File: config.mk
export PLATFORM = sky130hd
export DESIGN_NAME = usb_rx_pkt_ctrl
export DESIGN_NICKNAME = d
export VERILOG_FILES = /design/src/rtl/usb_rx_pkt_ctrl.sv
export SDC_FILE = /design/constraint.sdc
export NUM_CORES = 1
export LEC_CHECK = 0
export CAP_MARGIN = 25
export CORE_MARGIN = 1
export CORE_UTILIZATION = 55
export DETAILED_ROUTE_END_ITERATION = 10
export GPL_ROUTABILITY_DRIVEN = 0
export PLACE_DENSITY = 0.81
export SYNTH_ARGS = -nofsm -noshare
export SYNTH_HDL_FRONTEND = slang
export SYNTH_SLANG_ARGS = --single-unit
File: constraint.sdc
create_clock -name clk -period 4.75 [get_ports clk]
set_clock_uncertainty 0.2 [all_clocks]
set_input_delay 1.425 -clock clk [delete_from_list [all_inputs] [get_ports clk]]
set_output_delay 1.425 -clock clk [all_outputs]
set_load 0.01 [all_outputs]
File: src/rtl/usb_rx_pkt_ctrl.sv
// USB packet-level receive controller: PID check, packet classification, FIFO forwarding.
// Optional per-packet statistics counters are enabled with `define USB_RX_STATS_EN.
module usb_rx_pkt_ctrl #(
  parameter int unsigned MAX_DATA = 64
) (
  input  logic       clk,
  input  logic       rst,
  input  logic       rcving,
  input  logic       w_enable,
  input  logic [7:0] rcv_data,
  input  logic       r_error,
  input  logic       fifo_full,
  input  logic       pkt_ack,
  output logic       fifo_wr,
  output logic [7:0] fifo_wdata,
  output logic       fifo_flush,
  output logic       pkt_valid,
  output logic [2:0] pkt_type,
  output logic [6:0] rx_data_len,
  output logic       rx_active
`ifdef USB_RX_STATS_EN
  ,
  output logic [7:0] good_pkt_cnt,
  output logic [7:0] err_pkt_cnt,
  output logic [7:0] drop_pkt_cnt
`endif
);

  localparam logic [6:0] MaxCnt = 7'(MAX_DATA + 2);

  localparam logic [2:0] TyNone  = 3'd0;
  localparam logic [2:0] TyOut   = 3'd1;
  localparam logic [2:0] TyIn    = 3'd2;
  localparam logic [2:0] TyData0 = 3'd3;
  localparam logic [2:0] TyData1 = 3'd4;
  localparam logic [2:0] TyAck   = 3'd5;
  localparam logic [2:0] TyNak   = 3'd6;
  localparam logic [2:0] TyErr   = 3'd7;

  typedef enum logic [2:0] {
    StIdle, StPid, StToken, StHsk, StPayload, StErr, StDone
  } state_e;

  state_e     state_q, state_d;
  logic [6:0] cnt_q, cnt_d, cnt_inc;
  logic [2:0] kind_q, kind_d;
  logic       wrote_q, wrote_d;
  logic       armed_q, armed_d;
  logic       wr_d, flush_d;
  logic [7:0] wdata_d;
  logic [2:0] type_d;
  logic [6:0] len_d;
  logic       err, done_ok;

  assign cnt_inc = (cnt_q == 7'h7f) ? cnt_q : cnt_q + 7'd1;

  always_comb begin
    state_d = state_q;
    cnt_d   = cnt_q;
    kind_d  = kind_q;
    wrote_d = wrote_q;
    wr_d    = 1'b0;
    wdata_d = fifo_wdata;
    flush_d = 1'b0;
    type_d  = pkt_type;
    len_d   = rx_data_len;
    err     = 1'b0;
    done_ok = 1'b0;
    // A packet still in flight when DONE is acked must end before we re-arm.
    if (!rcving) begin
      armed_d = 1'b1;
    end else if (state_q == StDone && pkt_ack) begin
      armed_d = 1'b0;
    end else begin
      armed_d = armed_q;
    end

    unique case (state_q)
      StIdle: begin
        if (rcving && armed_q) begin
          state_d = StPid;
          cnt_d   = 7'd0;
          wrote_d = 1'b0;
        end
      end
      StPid: begin
        if (r_error) begin
          err = 1'b1;
        end else if (w_enable) begin
          if (rcv_data[7:4] != ~rcv_data[3:0]) begin
            err = 1'b1;
          end else begin
            case (rcv_data[3:0])
              4'h1:    begin kind_d = TyOut;   state_d = StToken;   end
              4'h9:    begin kind_d = TyIn;    state_d = StToken;   end
              4'h3:    begin kind_d = TyData0; state_d = StPayload; end
              4'hB:    begin kind_d = TyData1; state_d = StPayload; end
              4'h2:    begin kind_d = TyAck;   state_d = StHsk;     end
              4'hA:    begin kind_d = TyNak;   state_d = StHsk;     end
              default: err = 1'b1;
            endcase
          end
        end else if (!rcving) begin
          err = 1'b1;
        end
      end
      StToken: begin
        if (r_error) begin
          err = 1'b1;
        end else begin
          if (w_enable) cnt_d = cnt_inc;
          if (!rcving) begin
            if (cnt_d == 7'd2) done_ok = 1'b1;
            else               err     = 1'b1;
          end
        end
      end
      StHsk: begin
        if (r_error || w_enable) err = 1'b1;
        else if (!rcving)        done_ok = 1'b1;
      end
      StPayload: begin
        if (r_error) begin
          err = 1'b1;
        end else begin
          if (w_enable) begin
            if (fifo_full || cnt_q >= MaxCnt) begin
              err = 1'b1;
            end else begin
              wr_d    = 1'b1;
              wdata_d = rcv_data;
              wrote_d = 1'b1;
              cnt_d   = cnt_inc;
            end
          end
          // Overflow is caught per byte above, so only the lower bound remains.
          if (!err && !rcving) begin
            if (cnt_d >= 7'd2) done_ok = 1'b1;
            else               err     = 1'b1;
          end
        end
      end
      StErr: begin
        if (!rcving) state_d = StDone;
      end
      StDone: begin
        if (pkt_ack) begin
          state_d = StIdle;
          type_d  = TyNone;
          len_d   = 7'd0;
        end
      end
      default: state_d = StIdle;
    endcase

    if (err) begin
      state_d = rcving ? StErr : StDone;
      type_d  = TyErr;
      len_d   = 7'd0;
      flush_d = wrote_q;
    end
    if (done_ok) begin
      state_d = StDone;
      type_d  = kind_q;
      len_d   = (kind_q == TyData0 || kind_q == TyData1) ? cnt_d - 7'd2 : 7'd0;
    end
  end

  always_ff @(posedge clk) begin
    if (rst) begin
      state_q     <= StIdle;
      cnt_q       <= 7'd0;
      kind_q      <= TyNone;
      wrote_q     <= 1'b0;
      armed_q     <= 1'b1;
      fifo_wr     <= 1'b0;
      fifo_wdata  <= 8'h00;
      fifo_flush  <= 1'b0;
      pkt_valid   <= 1'b0;
      pkt_type    <= TyNone;
      rx_data_len <= 7'd0;
      rx_active   <= 1'b0;
    end else begin
      state_q     <= state_d;
      cnt_q       <= cnt_d;
      kind_q      <= kind_d;
      wrote_q     <= wrote_d;
      armed_q     <= armed_d;
      fifo_wr     <= wr_d;
      fifo_wdata  <= wdata_d;
      fifo_flush  <= flush_d;
      pkt_valid   <= (state_d == StDone);
      pkt_type    <= type_d;
      rx_data_len <= len_d;
      rx_active   <= (state_d == StPid) || (state_d == StToken) ||
                     (state_d == StPayload) || (state_d == StErr);
    end
  end

`ifdef USB_RX_STATS_EN
  logic rcving_q;
  logic done_entry;

  assign done_entry = (state_d == StDone) && (state_q != StDone);

  always_ff @(posedge clk) begin
    if (rst) begin
      rcving_q     <= 1'b0;
      good_pkt_cnt <= 8'h00;
      err_pkt_cnt  <= 8'h00;
      drop_pkt_cnt <= 8'h00;
    end else begin
      rcving_q <= rcving;
      if (done_entry && type_d != TyErr && good_pkt_cnt != 8'hff) begin
        good_pkt_cnt <= good_pkt_cnt + 8'd1;
      end
      if (done_entry && type_d == TyErr && err_pkt_cnt != 8'hff) begin
        err_pkt_cnt <= err_pkt_cnt + 8'd1;
      end
      if (state_q == StDone && rcving && !rcving_q && drop_pkt_cnt != 8'hff) begin
        drop_pkt_cnt <= drop_pkt_cnt + 8'd1;
      end
    end
  end
`endif

endmodule

==> flow_metrics.tcl, run 1 <==
set metrics [dict create \
    status "complete, no violations" \
    seqPwrFrac_pct 37.3 \
    min_cycle_time_layout_ns 4.254 \
    highest-signal-layer "met4" \
    ffs_w_async_s_r_synth_pct 0 \
    die_ar_sq_mm 0.004835 \
    final_common_cell "dfxtp_1" \
    timing.setup.critical_path_class "input port to register" \
    drt_pre_antenna_iters 5 \
    portBuffers 36 \
    crit-reg2reg-launch "cnt_q[1]$_SDFF_PP0_" \
    area_delta_synth_final_pct 18.10 \
    predominant_post_synthesis_flop_cell "dfxtp_1" \
    detailroute.wirelength.met2_mm 2.856 \
    globalRouteTotalUtil_pct 27.58 \
    clock_latency_ns 0.29 \
    synthesis.area_per_instance_sq_um 7.489 \
    most-common-layout-cells "37 x dfxtp_1, 36 x clkdlybuf4s50_1, 30 x nand2_1" \
    sw_share_pct 39.07 \
    grt_start_max_net_pins 18 \
    num-fill-cells 349 \
    number_of_antenna_violating_nets_in_the_routed_design 0 \
    total_core_area_sq_mm 0.004354 \
    grt_setup_unrepaired "no" \
    report.final.setup_viol 0 \
    route.detailed.wl_per_inst_microns 15.71 \
    clock.fmax_mhz 235.1 \
    die_x_microns 69.54 \
    power-per-cell-area_mw_per_mm2 354.3 \
    grt-ovfl-total 0 \
    dr_total_vias 2631 \
    finalWirelength_mm 6.488 \
    power.share.clock_pct 22.2 \
    num_io_pins 37 \
    timing_max_transition_violations_final 0 \
    worstSetupEndpointType "register" \
    cell_internal_pwr_uw 639.6 \
    switching_power_uw 410.1 \
    grt_first_pass_wirelength_mm 10.88 \
    antenna-diode-count 0 \
    seq_area_sq_um 740.7 \
    ys_seq_elements 37 \
    ys_types 62 \
    worst_ep_arrival_time_ns 4.19 \
    drt-met1-wl_mm 2.914 \
    finalPower_mw 1.050 \
    synth_area_sq_mm 0.002509 \
    relSlewSlack_pct 31.54 \
    vdd_drop_max_v 0.0002360 \
    ratio_of_cells_with_drive_above_1_in_the_final_layout_pct 7.202 \
    finalSetupTns_ns 0 \
    rows 24 \
    cts_root_buffer "clkbuf_8" \
    clock_sink_count 37 \
    worst_flop_to_flop_path_endpoint "state_q[1]$_SDFF_PP0_" \
    die_outline_height_microns 69.54 \
    worst-slew-pin-transition_ns 1.025 \
    timing.hold.worst_path_depth 2 \
    whs_endpoint "fifo_wdata[6]$_SDFFE_PP0P_" \
    class_of_the_tightest_hold_or_removal_check "register to register" \
    htree_num_levels 2 \
    cellLeakagePower_nw 1.070 \
    max_cap_viol_count 0 \
    syn-instance-count 335 \
    critical_path_required_time_ns 4.68 \
    combPwrFrac_pct 40.5 \
    grt_antenna_before_repair 0 \
    synth_sequential_area_ratio_pct 29.53 \
    hp-start "fifo_wdata[6]$_SDFFE_PP0P_" \
    cts_hold_repair.buffers 0 \
    cts_repair_resize_count 0 \
    vias_per_cell 6.370 \
    cts_setup_buffers 0 \
    initialDrtViolationCount 344 \
    drt_drc_violations_left 0 \
    cts_tree "done" \
    crit_fanout 9 \
    synth-edff-count 0 \
    setup.worst_path.start_class "input port" \
    finalCritPeriodShare_pct 89.56 \
    worst-r2r-setup-slack_ns 1.39 \
    detailedPlacementHpwl_mm 4.828 \
    cts_inserted_buffers 5 \
    initial_utilization_pct 57.61 \
    final_hold_viol_count 0 \
    multiInputGateArea_sq_mm 0.001573 \
    synth.yosys.warnings 0 \
    finalNetCount 378 \
    syn-num-nets 353 \
    via_count_of_the_first_global_routing_pass 2355 \
    clk_path_buf_depth 2 \
    cts.reportedPaths.clkPinSlew_ns 0.08 \
    ff2ff_path_depth 9 \
    met3_length_microns 557 \
]
[state kept, by name, indices dropped and copies added, names as in the netlist, 3 cells and up]
signal	count
pkt_type	3
fifo_wdata	8
kind_q	3
cnt_q	7
state_q	3
rx_data_len	7
[cell type report]
class / instances / share of cell area, %
Tap cell: 52 / 2.196
Clock buffer: 6 / 2.787
Inverter: 20 / 2.534
Clock inverter: 2 / 0.4645
Multi-Input combinational cell: 253 / 53.08
Sequential cell: 37 / 25.00
Timing Repair Buffer: 43 / 13.94
[worst max-delay path by stage]
stage	start	to	slack, ns	depth (start not counted)
floorplan	w_enable	pkt_valid$_SDFF_PP0_	0.96	9
global route	w_enable	state_q[1]$_SDFF_PP0_	0.26	8
finish	w_enable	state_q[1]$_SDFF_PP0_	0.50	8
global placement	w_enable	rx_data_len[5]$_SDFFE_PP0P_	0.31	11
CTS	w_enable	pkt_valid$_SDFF_PP0_	0.59	9
detailed placement	w_enable	state_q[1]$_SDFF_PP0_	0.30	8
[per-stage QoR]
step / worst slack [ns] / utilization, % / std cells / hold WS, ns / instance area, sq um
3_5_place_dp: 0.2973 / 65.83 / 405 / 0.2494 / 2867
2_1_floorplan: 0.9645 / - / 335 / 0.2515 / 2509
5_1_grt: 0.2610 / 68.05 / 413 / 0.2846 / 2963
3_3_place_gp: 0.3108 / 65.83 / 405 / 0.2479 / 2867
4_1_cts: 0.5946 / 68.05 / 413 / 0.2636 / 2963
6_report: 0.4959 / 68.05 / 413 / 0.2626 / 2963
[logic make-up after synthesis]
| kind of cell | count (synthesis) | synth area share [%] |
|---|---|---|
| buffers and inverters | 45 | 7.780 |
| AO/OA/AOI/OAI | 90 | 24.74 |
| XOR/XNOR | 12 | 4.189 |
| flip-flops | 37 | 29.53 |
| multiplexers | 6 | 2.444 |
| adder cells (fa/ha/maj) | 3 | 1.496 |
| AND/OR/NAND/NOR | 142 | 29.83 |
[cells in the mapped netlist, types with 2 or more instances]
master / count / area, sq um
a311oi_1: 3 / 26.28
nand3_1: 21 / 105.1
nand2b_1: 4 / 25.02
a211oi_1: 6 / 45.04
o21ai_0: 14 / 70.07
nor3_1: 14 / 70.07
a22oi_1: 3 / 22.52
nor2_1: 27 / 101.4
nand4_1: 9 / 56.30
nor2b_1: 4 / 25.02
ha_1: 3 / 37.54
o22ai_1: 3 / 18.77
or3b_2: 2 / 17.52
clkbuf_1: 14 / 52.55
a31oi_1: 4 / 25.02
nor3b_1: 5 / 37.54
or4_1: 5 / 37.54
o31ai_1: 4 / 30.03
and3b_1: 2 / 17.52
nor4_1: 3 / 18.77
and3_1: 3 / 18.77
mux2i_1: 5 / 50.05
or3_1: 2 / 12.51
a211o_1: 2 / 17.52
nand3b_1: 4 / 30.03
o32ai_1: 6 / 52.55
a21oi_1: 25 / 125.1
xnor2_1: 6 / 52.55
buf_2: 9 / 45.04
dfxtp_1: 37 / 740.7
inv_1: 20 / 75.07
xor2_1: 6 / 52.55
buf_6: 2 / 22.52
nand2_1: 30 / 112.6
[power by group through the flow]
stage | combinational (mW) | sequential (mW) | clock, mW
after floorplan | 0.322 | 0.375 | 0
after global placement | 0.414 | 0.395 | 0
after detailed placement | 0.418 | 0.397 | 0
after CTS | 0.419 | 0.389 | 0.235
after global routing | 0.470 | 0.398 | 0.249
final | 0.425 | 0.391 | 0.233
[routing by layer]
layer	GRT usage [%]	up-vias
met3	4.651	20
met4	10.88	0
met2	43.58	134
li1	-	1277
met5	0	-
met1	37.44	1200
[critical path, stage by stage]
cell             delay (ns)
clkdlybuf4s50_1        0.64
nor2b_1                0.31
nand4_1                0.19
nor3_1                 0.32
o21ai_0                0.23
o22a_1                 0.28
nor3_1                 0.63
a311oi_1               0.17
Power figures use the tool's default switching activity.
==> run 2, diff against run 1 <==
- SLEW_MARGIN: unset -> 10
==> run 2 against run 1 <==
Compared with the run above:
- wire length shrank 0.11%
- sequential cell count is the same
- final cell count grew 0.24%
- maximum frequency grew 0.20%
- count of clock-buffer cells in the layout is the same
==> flow_metrics.tcl, run 2 (synthesis results as in run 1) <==
set metrics [dict create \
    rows 24 \
    finalNetCount 379 \
    drt_drc_violations_left 0 \
    worst_setup_path_startpoint "w_enable" \
    cts_setup_buffers 0 \
    htree_num_levels 2 \
    worst-slew-pin-transition_ns 0.7182 \
    met3_length_microns 511 \
    num_io_pins 37 \
    class_of_the_tightest_hold_or_removal_check "register to register" \
    cp_slowest_cell "clkdlybuf4s50_1" \
    timing.setup.critical_path_class "input port to register" \
    clock_latency_ns 0.29 \
    largest_reg_flops 8 \
    highest-signal-layer "met4" \
    report.final.setup_viol 0 \
    vias_per_cell 6.386 \
    cell_internal_pwr_uw 641.5 \
    area_delta_synth_final_pct 18.30 \
    cts_root_buffer "clkbuf_8" \
    relSlewSlack_pct 51.75 \
    grt_antenna_before_repair 0 \
    drt_pre_antenna_iters 6 \
    num-fill-cells 351 \
    portBuffers 36 \
    worst_path_largest_cell_delay_ns 0.63 \
    cts_repair_resize_count 0 \
    detailroute.wirelength.met2_mm 2.847 \
    grt-ovfl-total 0 \
    final_common_cell "dfxtp_1" \
    cts_hold_repair.buffers 0 \
    final_critical_path_setup_slack_ns 0.5045 \
    timing_max_transition_violations_final 0 \
    fin_worst_hold_slack_ns 0.2625 \
    dpl_worst_slack_ns 0.2973 \
    seqPwrFrac_pct 37.2 \
    die_x_microns 69.54 \
    detailedPlacementHpwl_mm 4.828 \
    initialDrtViolationCount 312 \
    cp_top_family "simple AND/OR/NAND/NOR gates" \
    ratio_of_cells_with_drive_above_1_in_the_final_layout_pct 7.459 \
    cts_inserted_buffers 5 \
    antenna-diode-count 0 \
    grt_setup_unrepaired "no" \
    grt_first_pass_wirelength_mm 10.88 \
    ff2ff_path_depth 9 \
    status "complete, no violations" \
    crit-reg2reg-launch "cnt_q[1]$_SDFF_PP0_" \
    cellLeakagePower_nw 1.075 \
    crit_chain "clkdlybuf4s50_1 > nor2b_1 > nand4_1 > nor3_1 > o21ai_0 > o22a_1 > nor3_1 > a311oi_1" \
    switching_power_uw 411.6 \
    route.detailed.wl_per_inst_microns 15.65 \
    worstSetupEndpointType "register" \
    globalRouteTotalUtil_pct 27.58 \
    clk_path_buf_depth 2 \
    cts_tree "done" \
    worst-path-stages 8 \
    endpoint "state_q[1]$_SDFF_PP0_" \
    via_count_of_the_first_global_routing_pass 2355 \
    cts.reportedPaths.clkPinSlew_ns 0.08 \
    die_ar_sq_mm 0.004835 \
    number_of_antenna_violating_nets_in_the_routed_design 0 \
    critical_path_required_time_ns 4.68 \
    place_area_sq_mm 0.002867 \
    die_outline_height_microns 69.54 \
    largest_register "fifo_wdata" \
    finalCritPeriodShare_pct 89.38 \
    total_core_area_sq_mm 0.004354 \
    finalSetupTns_ns 0 \
    sw_share_pct 39.08 \
    min_cycle_time_layout_ns 4.245 \
    combPwrFrac_pct 40.7 \
    clock.fmax_mhz 235.5 \
    most-common-layout-cells "37 x dfxtp_1, 36 x clkdlybuf4s50_1, 30 x nand2_1" \
    final_hold_viol_count 0 \
    setup.worst_path.start_class "input port" \
    initial_utilization_pct 57.61 \
    worst_ep_arrival_time_ns 4.18 \
    drt-met1-wl_mm 2.937 \
    vdd_drop_max_v 0.0002351 \
    power.share.clock_pct 22.2 \
    dr_total_vias 2644 \
    crit_fanout 9 \
    critPathBufInv 1 \
    finalWirelength_mm 6.481 \
    layout.cell_area.non_filler_sq_mm 0.002968 \
    reg_top3 "fifo_wdata x8, cnt_q x7, rx_data_len x7" \
    crit_top_cell "nor3_1" \
    power-per-cell-area_mw_per_mm2 354.8 \
    clock_sink_count 37 \
    grt_start_max_net_pins 18 \
    worst-r2r-setup-slack_ns 1.39 \
    max_cap_viol_count 0 \
    worst_flop_to_flop_path_endpoint "state_q[1]$_SDFF_PP0_" \
]
## run 2: cell count changes in the layout (fill, tap and decap cells not counted), sizes merged
cell  previous run  this run
buf              7         8
## run 2: worst min path at each step
stage | depth (start not counted) | end | slack [ns] | start
CTS | 2 | fifo_wdata[6]$_SDFFE_PP0P_ | 0.26 | fifo_wdata[6]$_SDFFE_PP0P_
global placement | 2 | fifo_wdata[0]$_SDFFE_PP0P_ | 0.25 | fifo_wdata[0]$_SDFFE_PP0P_
detailed placement | 2 | fifo_wdata[6]$_SDFFE_PP0P_ | 0.25 | fifo_wdata[6]$_SDFFE_PP0P_
finish | 2 | fifo_wdata[6]$_SDFFE_PP0P_ | 0.26 | fifo_wdata[6]$_SDFFE_PP0P_
floorplan | 1 | fifo_flush$_SDFF_PP0_ | 0.25 | wrote_q$_SDFFE_PP0P_
global route | 2 | fifo_wdata[3]$_SDFFE_PP0P_ | 0.28 | fifo_wdata[3]$_SDFFE_PP0P_
## run 2: area by class of cell
type                       count  area (sq um)  area share (%)
timing repair buffer          44         417.9           14.08
clock inverter                 2         13.76          0.4637
inverter                      20         75.07           2.530
sequential                    37         740.7           24.96
tap                           52         65.06           2.192
clock buffer                   6         82.58           2.782
multi-input combinational    253          1573           52.99
## run 2: per-layer routing
layer | vias up | GRT usage, %
met5 | - | 0
met4 | 0 | 10.88
met3 | 25 | 4.651
met2 | 130 | 43.58
met1 | 1207 | 37.44
li1 | 1282 | -
## run 2: worst min-delay path: stages, from the launching register on
cell and delay, ns:
dfxtp_1 0.32, nand2_1 0.05, a21oi_1 0.05
## run 2: power groups by stage
| stage | Sequential, mW | Clock [mW] | Combinational, mW |
|---|---|---|---|
| floorplan | 0.375 | 0 | 0.322 |
| global placement | 0.395 | 0 | 0.414 |
| detailed placement | 0.397 | 0 | 0.418 |
| CTS | 0.389 | 0.235 | 0.419 |
| global route | 0.398 | 0.249 | 0.473 |
| finish | 0.391 | 0.233 | 0.428 |
## run 2: per-stage QoR
step                      cells  utilization [%]  total power [mW]
final                       414            68.16             1.053
after global routing        414            68.16             1.120
after CTS                   413            68.05             1.043
after detailed placement    405            65.83            0.8147
after global placement      405            65.83            0.8096
after floorplan             335                -            0.6967
==> run 3, diff against run 2 <==
- CORE_UTILIZATION: 55 -> 35
- DONT_BUFFER_PORTS: unset -> 1
- PLACE_DENSITY: 0.81 -> unset
==> run 3 against run 2 <==
Compared with the run above:
- sequential power increased by 4%
- clock power is 9.0% lower
- sequential cell count is the same
- worst hold slack gained 0.019 ns
- sequential share of layout area grew 3.3 points
- maximum frequency increased by 18%
- setup slack better by 0.64 ns
- core utilization down 30 points
- final cell count grew 0.72%
- via count down 7.2%
==> flow_metrics.tcl, run 3 (synthesis results as in run 1) <==
set metrics [dict create \
    status "complete, no violations" \
    detailedPlacementHpwl_mm 5.002 \
    reg_top3 "fifo_wdata x8, cnt_q x7, rx_data_len x7" \
    cellLeakagePower_nw 0.9143 \
    cell_internal_pwr_uw 591.5 \
    crit_fanout 18 \
    cts_repair_resize_count 0 \
    route.detailed.wl_per_inst_microns 16.02 \
    final_common_cell "dfxtp_1" \
    dr_total_vias 2454 \
    antenna-diode-count 0 \
    combPwrFrac_pct 37.4 \
    finalWirelength_mm 6.682 \
    portBuffers 0 \
    sw_share_pct 40.18 \
    grt_antenna_before_repair 0 \
    drt_drc_violations_left 0 \
    via_count_of_the_first_global_routing_pass 2127 \
    finalNetCount 339 \
    timing.setup.critical_path_class "input port to register" \
    layout.cell_area.non_filler_sq_mm 0.002618 \
    seqPwrFrac_pct 41.1 \
    die_x_microns 86.66 \
    clock_sink_count 37 \
    initialDrtViolationCount 135 \
    htree_num_levels 2 \
    vdd_drop_max_v 0.0001802 \
    cts_inserted_buffers 5 \
    report.final.setup_viol 0 \
    switching_power_uw 397.3 \
    cts_root_buffer "clkbuf_8" \
    ratio_of_cells_with_drive_above_1_in_the_final_layout_pct 6.542 \
    final_hold_viol_count 0 \
    fin_worst_hold_slack_ns 0.2813 \
    vias_per_cell 5.885 \
    die_outline_height_microns 86.66 \
    finalPower_uw 988.8 \
    grt_first_pass_wirelength_mm 10.57 \
    place_area_sq_mm 0.002531 \
    setup.worst_path.start_class "input port" \
    num_io_pins 37 \
    largest_register "fifo_wdata" \
    relSlewSlack_pct 58.28 \
    number_of_antenna_violating_nets_in_the_routed_design 0 \
    drt_pre_antenna_iters 5 \
    rows 30 \
    total_core_area_sq_mm 0.006869 \
    most-common-layout-cells "37 x dfxtp_1, 30 x nand2_1, 27 x nor2_1" \
    area_delta_synth_final_pct 4.339 \
    power.share.clock_pct 21.4 \
    cts_hold_repair.buffers 0 \
    initial_utilization_pct 36.52 \
    worst-slew-pin-transition_ns 0.6210 \
    worstSetupEndpointType "register" \
    grt-ovfl-total 0 \
    die_ar_sq_mm 0.007510 \
    clk_path_buf_depth 2 \
    grt_setup_unrepaired "no" \
    finalCritPeriodShare_pct 75.82 \
    clock_latency_ns 0.29 \
    timing_max_transition_violations_final 0 \
    globalRouteTotalUtil_pct 17.95 \
    min_cycle_time_layout_ns 3.602 \
    largest_reg_flops 8 \
    class_of_the_tightest_hold_or_removal_check "register to register" \
    grt_start_max_net_pins 33 \
    worst_ep_arrival_time_ns 3.60 \
    cts.reportedPaths.clkPinSlew_ns 0.07 \
    cts_setup_buffers 0 \
    critical_path_required_time_ns 4.74 \
    cts_tree "done" \
    max_cap_viol_count 0 \
    power-per-cell-area_mw_per_mm2 377.8 \
    clock.fmax_mhz 277.6 \
    finalSetupTns_ns 0 \
]
-- run 3: cell count changes in the layout (fill, tap and decap cells not counted) --
cell,previous run,this run
clkbuf_1,0,1
clkdlybuf4s50_1,36,0
clkinv_2,1,0
clkbuf_8,6,5
buf_4,7,3
-- run 3: worst max-delay path: stages --
cell and delay (ns):
nor2b_1 0.22, nand4_1 0.18, or4_1 0.59, nor2_2 0.23, a221o_1 0.25, nand2_1 0.06
or4_1 0.39, a311oi_1 0.24
-- run 3: layer usage --
metal	part of all wire [%]	vias to the layer above	track usage (%)	routed length (microns)
li1	-	1206	-	-
met1	46	1144	23.95	3084
met2	46	97	28.64	3064
met3	6.6	7	4.190	441
met4	1.4	0	5.606	92
met5	0	-	0	0
-- run 3: path summary, 6_finish.rpt --
check | to | start | cells past startpoint | slack [ns]
setup / recovery | pkt_valid$_SDFF_PP0_ | w_enable | 8 | 1.15
hold / removal | fifo_flush$_SDFF_PP0_ | wrote_q$_SDFFE_PP0P_ | 1 | 0.28
setup reg to reg | rx_data_len[1]$_SDFFE_PP0P_ | cnt_q[1]$_SDFF_PP0_ | 9 | 1.35
hold reg to reg | fifo_flush$_SDFF_PP0_ | wrote_q$_SDFFE_PP0P_ | 1 | 0.28
-- run 3: power by group through the flow --
stage | sequential (mW) | clock [mW] | combinational [mW]
floorplan | 0.375 | 0 | 0.322
global placement | 0.413 | 0 | 0.359
detailed placement | 0.413 | 0 | 0.364
CTS | 0.406 | 0.217 | 0.365
global route | 0.413 | 0.228 | 0.409
finish | 0.407 | 0.212 | 0.370
-- run 3: through the flow --
stage	instances	utilization [%]	setup slack, ns
floorplan	335	-	0.9645
global placement	409	36.85	0.9398
detailed placement	409	36.85	0.9028
CTS	416	38.03	1.195
global route	417	38.11	1.041
finish	417	38.11	1.148
-- run 3: final cells by class --
cell class / instances / area [sq um]
Fill cell: 726 / 4252
Multi-Input combinational cell: 253 / 1573
Tap cell: 96 / 120.1
Timing Repair Buffer: 4 / 27.53
Inverter: 20 / 75.07
Clock buffer: 6 / 72.57
Clock inverter: 1 / 8.758
Sequential cell: 37 / 740.7
